<file path="config.mk">
export PLATFORM = sky130hd
export DESIGN_NAME = dram_bist
export DESIGN_NICKNAME = d
export VERILOG_FILES = /design/src/rtl/dram_bist_pkg.sv /design/src/rtl/dram_bist_ram.sv /design/src/rtl/dram_bist.sv
export SDC_FILE = /design/constraint.sdc
export NUM_CORES = 1
export LEC_CHECK = 0
export ABC_AREA = 0
export BUFFER_PORTS_ARGS = -buffer_cell sky130_fd_sc_hd__buf_4
export CAP_MARGIN = 20
export CORE_ASPECT_RATIO = 0.9
export CORE_MARGIN = 5
export CORE_UTILIZATION = 45
export DETAILED_ROUTE_END_ITERATION = 6
export SETUP_SLACK_MARGIN = 0.4
export SLEW_MARGIN = 20
export SYNTH_ARGS = -nofsm -noshare
export SYNTH_HDL_FRONTEND = slang
export SYNTH_SLANG_ARGS = --single-unit
</file>
<file path="constraint.sdc">
create_clock -name clk -period 31.1 [get_ports clk]
set_input_delay 6.22 -clock clk [delete_from_list [all_inputs] [get_ports clk]]
set_output_delay 6.22 -clock clk [all_outputs]
set_load 0.005 [all_outputs]
</file>
<file path="src/rtl/dram_bist_pkg.sv">
// Shared types and helpers for the DRAM march-style BIST block.
package dram_bist_pkg;

    // Test sequencer states; WR1/RD1 are only reachable with the inverted pass enabled.
    typedef enum logic [2:0] {
        S_IDLE = 3'd0,
        S_WR0  = 3'd1,
        S_RD0  = 3'd2,
        S_WR1  = 3'd3,
        S_RD1  = 3'd4,
        S_DONE = 3'd5
    } state_t;

    localparam int MAX_W = 16;
    localparam int CNT_W = 8;
    localparam logic [CNT_W-1:0] ERR_MAX = 8'hFF;

    // Pattern word for an address: the address bits repeated across the word,
    // trimmed to 'width' bits, then XORed with the captured seed.
    function automatic logic [MAX_W-1:0] pat_word(
        input logic [MAX_W-1:0] addr,
        input int               addr_w,
        input int               width,
        input logic [MAX_W-1:0] seed
    );
        logic [MAX_W-1:0] amask;
        logic [MAX_W-1:0] wmask;
        logic [MAX_W-1:0] rep;
        amask = ~({MAX_W{1'b1}} << addr_w);
        wmask = ~({MAX_W{1'b1}} << width);
        rep   = '0;
        for (int s = 0; s < MAX_W; s += addr_w) begin
            rep = rep | ((addr & amask) << s);
        end
        return (rep & wmask) ^ (seed & wmask);
    endfunction

endpackage

</file>
<file path="src/rtl/dram_bist_ram.sv">
// DEPTH x WIDTH storage: one synchronous write port, asynchronous read (LUT RAM style).
module dram_bist_ram #(
    parameter int WIDTH  = 1,
    parameter int DEPTH  = 256,
    parameter int ADDR_W = $clog2(DEPTH)
) (
    input  logic              clk,
    input  logic              we,
    input  logic [ADDR_W-1:0] addr,
    input  logic [WIDTH-1:0]  wdata,
    output logic [WIDTH-1:0]  rdata
);

    logic [WIDTH-1:0] mem [DEPTH];

    // Write port; contents are deliberately never reset.
    always_ff @(posedge clk) begin
        if (we) begin
            mem[addr] <= wdata;
        end
    end

    assign rdata = mem[addr];

endmodule

</file>
<file path="src/rtl/dram_bist.sv">
// Memory BIST sequencer: writes a seeded address pattern, reads it back,
// optionally repeats with the inverted pattern, and reports mismatches.
// Control is a plain level protocol: start is a request sampled only in
// IDLE or DONE; busy/done/pass are levels derived from the state register.
module dram_bist
    import dram_bist_pkg::*;
#(
    parameter int  WIDTH    = 1,
    parameter int  DEPTH    = 256,
    parameter int  INV_PASS = 1,
    localparam int ADDR_W   = $clog2(DEPTH)
) (
    input  logic              clk,
    input  logic              rst,
    input  logic              start,
    input  logic [WIDTH-1:0]  seed,
    input  logic              inject_err,
    output logic              busy,
    output logic              done,
    output logic              pass,
    output logic [7:0]        err_count,
    output logic [ADDR_W-1:0] first_err_addr,
    output state_t            state_dbg
);

    localparam logic [ADDR_W-1:0] LAST_ADDR = ADDR_W'(DEPTH - 1);

    state_t            state;
    state_t            state_nxt;
    logic [ADDR_W-1:0] addr;
    logic [WIDTH-1:0]  seed_q;
    logic [7:0]        err_q;
    logic [ADDR_W-1:0] first_q;

    logic              wr_phase;
    logic              rd_phase;
    logic              inv_phase;
    logic              last_addr;
    logic              start_ok;
    logic              mismatch;
    logic [WIDTH-1:0]  pat;
    logic [WIDTH-1:0]  exp_word;
    logic [WIDTH-1:0]  wdata;
    logic [WIDTH-1:0]  rdata;

    assign wr_phase  = (state == S_WR0) || (state == S_WR1);
    assign rd_phase  = (state == S_RD0) || (state == S_RD1);
    assign inv_phase = (state == S_WR1) || (state == S_RD1);
    assign last_addr = (addr == LAST_ADDR);
    assign start_ok  = start && ((state == S_IDLE) || (state == S_DONE));

    assign pat      = WIDTH'(pat_word(MAX_W'(addr), ADDR_W, WIDTH, MAX_W'(seed_q)));
    assign exp_word = inv_phase ? ~pat : pat;
    // Fault injection flips bit 0 of the written word only.
    assign wdata    = exp_word ^ WIDTH'(inject_err);
    assign mismatch = rd_phase && (rdata != exp_word);

    dram_bist_ram #(
        .WIDTH  (WIDTH),
        .DEPTH  (DEPTH),
        .ADDR_W (ADDR_W)
    ) u_ram (
        .clk   (clk),
        .we    (wr_phase),
        .addr  (addr),
        .wdata (wdata),
        .rdata (rdata)
    );

    // State register.
    always_ff @(posedge clk) begin
        if (rst) begin
            state <= S_IDLE;
        end else begin
            state <= state_nxt;
        end
    end

    // Next-state: each phase walks all addresses, then hands over to the next.
    always_comb begin
        state_nxt = state;
        case (state)
            S_IDLE, S_DONE: if (start) state_nxt = S_WR0;
            S_WR0:          if (last_addr) state_nxt = S_RD0;
            S_RD0:          if (last_addr) state_nxt = (INV_PASS != 0) ? S_WR1 : S_DONE;
            S_WR1:          if (last_addr) state_nxt = S_RD1;
            S_RD1:          if (last_addr) state_nxt = S_DONE;
            default:        state_nxt = S_IDLE;
        endcase
    end

    // Address walker, seed capture and mismatch bookkeeping.
    always_ff @(posedge clk) begin
        if (rst) begin
            addr    <= '0;
            seed_q  <= '0;
            err_q   <= '0;
            first_q <= '0;
        end else if (start_ok) begin
            addr    <= '0;
            seed_q  <= seed;
            err_q   <= '0;
            first_q <= '0;
        end else begin
            if (wr_phase || rd_phase) begin
                addr <= last_addr ? '0 : addr + ADDR_W'(1);
            end
            if (mismatch) begin
                if (err_q != ERR_MAX) begin
                    err_q <= err_q + 8'd1;
                end
                if (err_q == 8'd0) begin
                    first_q <= addr;
                end
            end
        end
    end

    assign busy           = wr_phase || rd_phase;
    assign done           = (state == S_DONE);
    assign pass           = done && (err_q == 8'd0);
    assign err_count      = err_q;
    assign first_err_addr = first_q;
    assign state_dbg      = state;

endmodule

</file>
Word level (Yosys, flattened, before mapping) --
Memories as Yosys holds them, arrays and structs flattened. A register that Yosys moved wholly into a read port is not among the register bits. Cells that the tools add are included. W data, S select, Z words.
Word-level totals: register bits after elaboration 28, bits in writable memories 256, output and inout bits 22, logic and storage cells 52, memories kept 1
Memory list:
- u_ram.mem | words 256, width 1, read ports 1, clocked after Yosys merged registers in 1, wr ports 1, RTL line dram_bist_ram.sv:14 | logic [WIDTH-1:0] mem [DEPTH];
Cells by class: $add $sub $neg 2, equality and inequality tests 13, multiplexer cells 12, bitwise logic cells 4, reductions and logical operators 15
Operators by type and width (number):
- $mux W8 | 3
- $add A8 B1 Y8 const B | 2
- $mux W3 | 5
- $pmux W3 S5 | 1
- $ne A2 B2 Y1 const B | 5
- $eq A8 B8 Y1 const B | 1
- $logic_not A8 Y1 | 1
- $ne A8 B8 Y1 const B | 1
- $eq A3 B2 Y1 const B | 2
- $eq A3 B3 Y1 const B | 2
- $logic_or A1 B1 Y1 | 5
- $reduce_and A5 Y1 | 1
- $reduce_and A2 Y1 | 2
- $reduce_or A2 Y1 | 2
- $eq A3 B1 Y1 const B | 1
- $logic_and A1 B1 Y1 | 3
- $logic_not A3 Y1 | 1
- $mux W1 | 3
- $xor A1 B1 Y1 | 2
- $ne A1 B1 Y1 | 1
- $not A1 Y1 | 1
- $or A1 B1 Y1 const B | 1

Depth between registers and ports, before layout --
depth after elaboration 7, mapped depth 14

Modules after synthesis --
Synthesis repeated with hierarchy kept, for this count alone.
Second synthesis, totals: cell total of the unflattened synthesis 933, area total of the unflattened synthesis 12528.3 sq um
Modules (own cells, without submodules):
- dram_bist_ram | instances 1, cells each 747, area each 10986.8 sq um, seq. area each 7687.4 sq um
- dram_bist | instances 1, cells each 186, area each 1541.5 sq um, seq. area each 560.5 sq um

Worst setup path after synthesis --
No wires, ideal clock.
kind in2reg, from input port inject_err, to memory u_ram.mem[0], data pin, library setup time 1.658 ns, arrival time 13.460 ns, data required time 29.442 ns, slack 15.982 ns, stages 1, path buffers 0, cell sequence xnor2_1
Between the ends: word-level cells in the longest chain between the ends 1
RTL lines:
- start: declaration | RTL line dram_bist.sv:17 | input logic inject_err,
- $xor A1 B1 Y1 | RTL line dram_bist.sv:55 | assign wdata = exp_word ^ WIDTH'(inject_err);
- end: declaration | RTL line dram_bist_ram.sv:14
No other way between the ends.

Final worst setup path --
from register err_q[0], in the netlist err_count[0], to output port pass
Between the ends: word-level cells in the longest chain between the ends 2
RTL lines:
- start: declaration | RTL line dram_bist.sv:32 | logic [7:0] err_q;
- start signal: assignment | RTL line dram_bist.sv:110 | err_q <= err_q + 8'd1;
- $logic_not A8 Y1 | RTL line dram_bist.sv:121 | assign pass = done && (err_q == 8'd0);
- $logic_and A1 B1 Y1 | RTL line dram_bist.sv:121
- end: declaration | RTL line dram_bist.sv:20 | output logic pass,
No other way between the ends.

==> results.txt <==
The detailed-routing iteration count for the pre-antenna-repair pass is 5. The most used flip-flop cell after synthesis is edfxtp_1. The core region is approximately 29000 um^2.

The share of flip-flops with an asynchronous set or reset came out at 0%. For this design the static power due to leakage is approximately 4.2 nW. Across all layers, the routed design uses between 8000 and 9000 vias. The count of H-tree levels built during CTS is 1.

27 I/O pins were placed. The worst setup path is launched from a register. The die height is around 170 um. The worst-case register-to-register setup slack is 26.65 ns. The routability congestion estimate from global placement came out at slightly above 0.8.

The net count reported at finish came out at just over 1000. The count of final hold-check violations came out at 0. The initial antenna violation count came out at 0.

The synthesis-stage register bit count came out at between 200 and 300. After the first detailed-routing iteration, the DRC count stood at between 900 and 1000. The ratio of total power to cell area is 56.9 nW/um^2. The average cell area after synthesis came out at ~13 um^2. In this run the remaining antenna-violating nets after routing total 0. The filler-free cell count of the finished design is 1417.

In this run the worst setup path begins at err_count[0]. Counting every net in the synthesized netlist gives between 1000 and 1500. The post-synthesis instance area came out at between 10000 and 15000 um^2. The run finished with clean final reports. The library cell used most frequently in the layout, excluding fill and tap cells, is nor2_1. The count of unresolved DRC violations after routing came out at 0. The path class of the tightest hold or removal check is reg -> reg. In this run, post-CTS hold repair placed 0 buffers. VDD sags by at most ~0.000048 V. The endpoint identified for the worst register-to-register timing path is err_count[5]. The final period utilization came out at between 20% and 30%. The top cell types in the final layout, fill and taps aside, are nor2_1, edfxtp_1, mux2i_1. The CTS clock-pin slew for the worst setup and hold paths is ~0.060 ns.

The worst slew slack as a fraction of its limit is 23.3%. The timing-limited maximum frequency is approximately 120 MHz. The post-synthesis cell type count is 64. The HPWL after detailed placement came out at 17900 um. Setup violations remaining at the end of the flow were counted as 0.

The number of enable flip-flop cells after synthesis came out at 256. The critical path crosses 6 cells after its start point. The count of input and output buffers came out at 26.

Setup repair after global routing left no endpoint under its margin. The clock skew is ~0.011 ns. The global-route usage over all layers came out at roughly a fifth. The worst setup path is of the reg -> out kind.

STA classifies the critical path endpoint as a primary output. The latest clock arrival within the worst-skew pair came out at between 0.5 and 0.6 ns. The die area is 32600 um^2. The arrival time reported for the critical path endpoint came out at ~2.4 ns.

The number of vias per cell after detailed routing came out at 5.76. The slew of the pin with the lowest slew margin came out at between 1 and 1.5 ns. The number of instances in the placed design is 1359. The post-CTS setup-driven buffer insertion count is 0.

Yosys printed 0 warnings. The number of violations of the max-capacitance limit came out at 0. The first global-routing pass estimated 46900 um of wire.

Entering global routing, the biggest net connects 257 pins. The number of gates resized after cts is 0. The highest fanout seen on the critical path is 6. The largest individual stage delay along the critical path comes from the cell or4b_2. The share of cells above drive strength 1 is between 10% and 20%. The count of mapped cells out of synthesis came out at 1036. The count of cells along the worst register-to-register path is 10. The post-layout minimum cycle time came out at approximately 8.6 ns.

The clock root buffer is clkbuf_16. The number of buffers on the longest clock path came out at 3. The largest single stage delay on the critical path is about 0.57 ns. The sequential cell area fraction in the yosys report came out at ~64%.

The required time of the critical path came out at about 25 ns. The CTS buffer count came out at 30. TritonCTS built the clock tree. The critical path goes through inv_1 -> ha_1 -> or4b_2 -> nor4_1 -> and2_1 -> buf_4.

The most critical setup path has its endpoint at pass. The count of buffer and inverter cells on the critical path is 2. The final-report max-slew violation count came out at 0. Compared with the post-synthesis result, the final layout area differs by 9.73%. The die extent in x is between 150 and 200 um. The starting density of the core came out at 45.4%. The CTS sink count is between 200 and 300. The top cell family by delay on the critical path is simple AND/OR/NAND/NOR gates. The number of rows created at floorplan came out at 59. Global routing finished with a remaining overflow of 0. Dividing the detail-routed wire length by the instance count gives 21.7 um. The final sum of negative setup slack is 0 ns. The number of global-route vias before repair came out at roughly 7900. The final routed wirelength across all metal layers is about 31000 um.
-- tightest hold or removal path, cell delays in order (launching register included) --
cell	delay, ns
dfxtp_1	0.31
o21ai_1	0.07
a21oi_1	0.06
-- kinds of logic after synthesis --
| family | after synthesis | synth area share, % |
|---|---|---|
| simple gates | 451 | 15.0 |
| fa+ha+maj | 6 | 0.574 |
| xor+xnor | 12 | 0.947 |
| flops | 292 | 64.3 |
| mux | 101 | 11.3 |
| buf+inv | 83 | 3.26 |
| compound gates | 91 | 4.61 |
-- final cells by class --
cell class / instances / area, um^2
Tap cell: 366 / 458
Fill cell: 2551 / 14400
Multi-Input combinational cell: 661 / 4260
Inverter: 9 / 33.8
Clock buffer: 40 / 850
Timing Repair Buffer: 32 / 260
Sequential cell: 292 / 8420
Clock inverter: 16 / 77.6
Antenna cell: 1 / 2.50
-- cells in the mapped netlist (5+ instances only) --
| cell type | instances | area share [%] |
|---|---|---|
| and3_1 | 5 | 0.24 |
| edfxtp_1 | 256 | 59 |
| inv_1 | 9 | 0.26 |
| mux4_2 | 37 | 6.4 |
| o22ai_1 | 14 | 0.67 |
| mux2i_1 | 59 | 4.5 |
| nand3_1 | 37 | 1.4 |
| or3_1 | 8 | 0.38 |
| nor2_1 | 291 | 8.3 |
| a21oi_1 | 25 | 0.96 |
| nand4_1 | 7 | 0.33 |
| nor4_1 | 5 | 0.24 |
| xnor2_1 | 5 | 0.33 |
| mux2_2 | 5 | 0.43 |
| xor2_1 | 6 | 0.40 |
| buf_2 | 8 | 0.31 |
| nand2_1 | 54 | 1.5 |
| ha_1 | 6 | 0.57 |
| nand3b_1 | 5 | 0.29 |
| o21ai_0 | 7 | 0.27 |
| o21ai_1 | 9 | 0.34 |
| buf_6 | 8 | 0.69 |
| a22oi_1 | 6 | 0.34 |
| nor3_1 | 5 | 0.19 |
| clkbuf_1 | 49 | 1.4 |
| nor2b_1 | 12 | 0.57 |
| dfxtp_1 | 36 | 5.5 |
| buf_4 | 6 | 0.34 |
-- how the worst min path moves through the flow --
stage,startpoint,end,slack [ns],depth (start not counted)
2_1_floorplan,first_err_addr[1],first_err_addr[1],0.47,2
3_3_place_gp,first_err_addr[2],first_err_addr[2],0.46,2
3_5_place_dp,first_err_addr[2],first_err_addr[2],0.47,2
4_1_cts,first_err_addr[2],first_err_addr[2],0.49,2
5_1_grt,first_err_addr[2],first_err_addr[2],0.51,2
6_report,first_err_addr[2],first_err_addr[2],0.49,2
-- per-layer routing --
metal	share of wire (%)	vias to the layer above	GRT usage (%)	wire, um
met3	6.2	56	3.41	1910
li1	-	3755	-	-
met5	0	-	0	0
met4	2.6	0	5.16	793
met1	44	4123	26.3	13700
met2	47	223	30.6	14400
-- power by group --
group,total (mW),leakage [nW],switching (mW),internal [mW]
clock network,0.338,0.458,0.148,0.191
registers,0.443,2.59,0.00206,0.441
logic,0.0366,1.13,0.0271,0.00953
total,0.817,4.18,0.177,0.641
-- state kept, by name, summed over array words and instances (netlist names), named ones only --
register	count
u_ram.mem	256
addr	8
err_count	8
first_err_addr	8
state_dbg	3
seed_q	1
-- metrics by stage --
step                setup WS (ns)  power [mW]  hold WS [ns]  util (%)  instance area (um^2)
CTS                         22.49       0.824         0.490      49.8                 14300
floorplan                   15.98       0.485         0.471         -                 13100
detailed placement          23.09       0.488         0.475      46.6                 13400
finish                      22.50       0.817         0.487      49.9                 14400
global placement            23.11       0.487         0.464      46.6                 13400
global route                22.34       0.844         0.506      49.9                 14400
No activity file was read; power rests on OpenSTA's default activity.
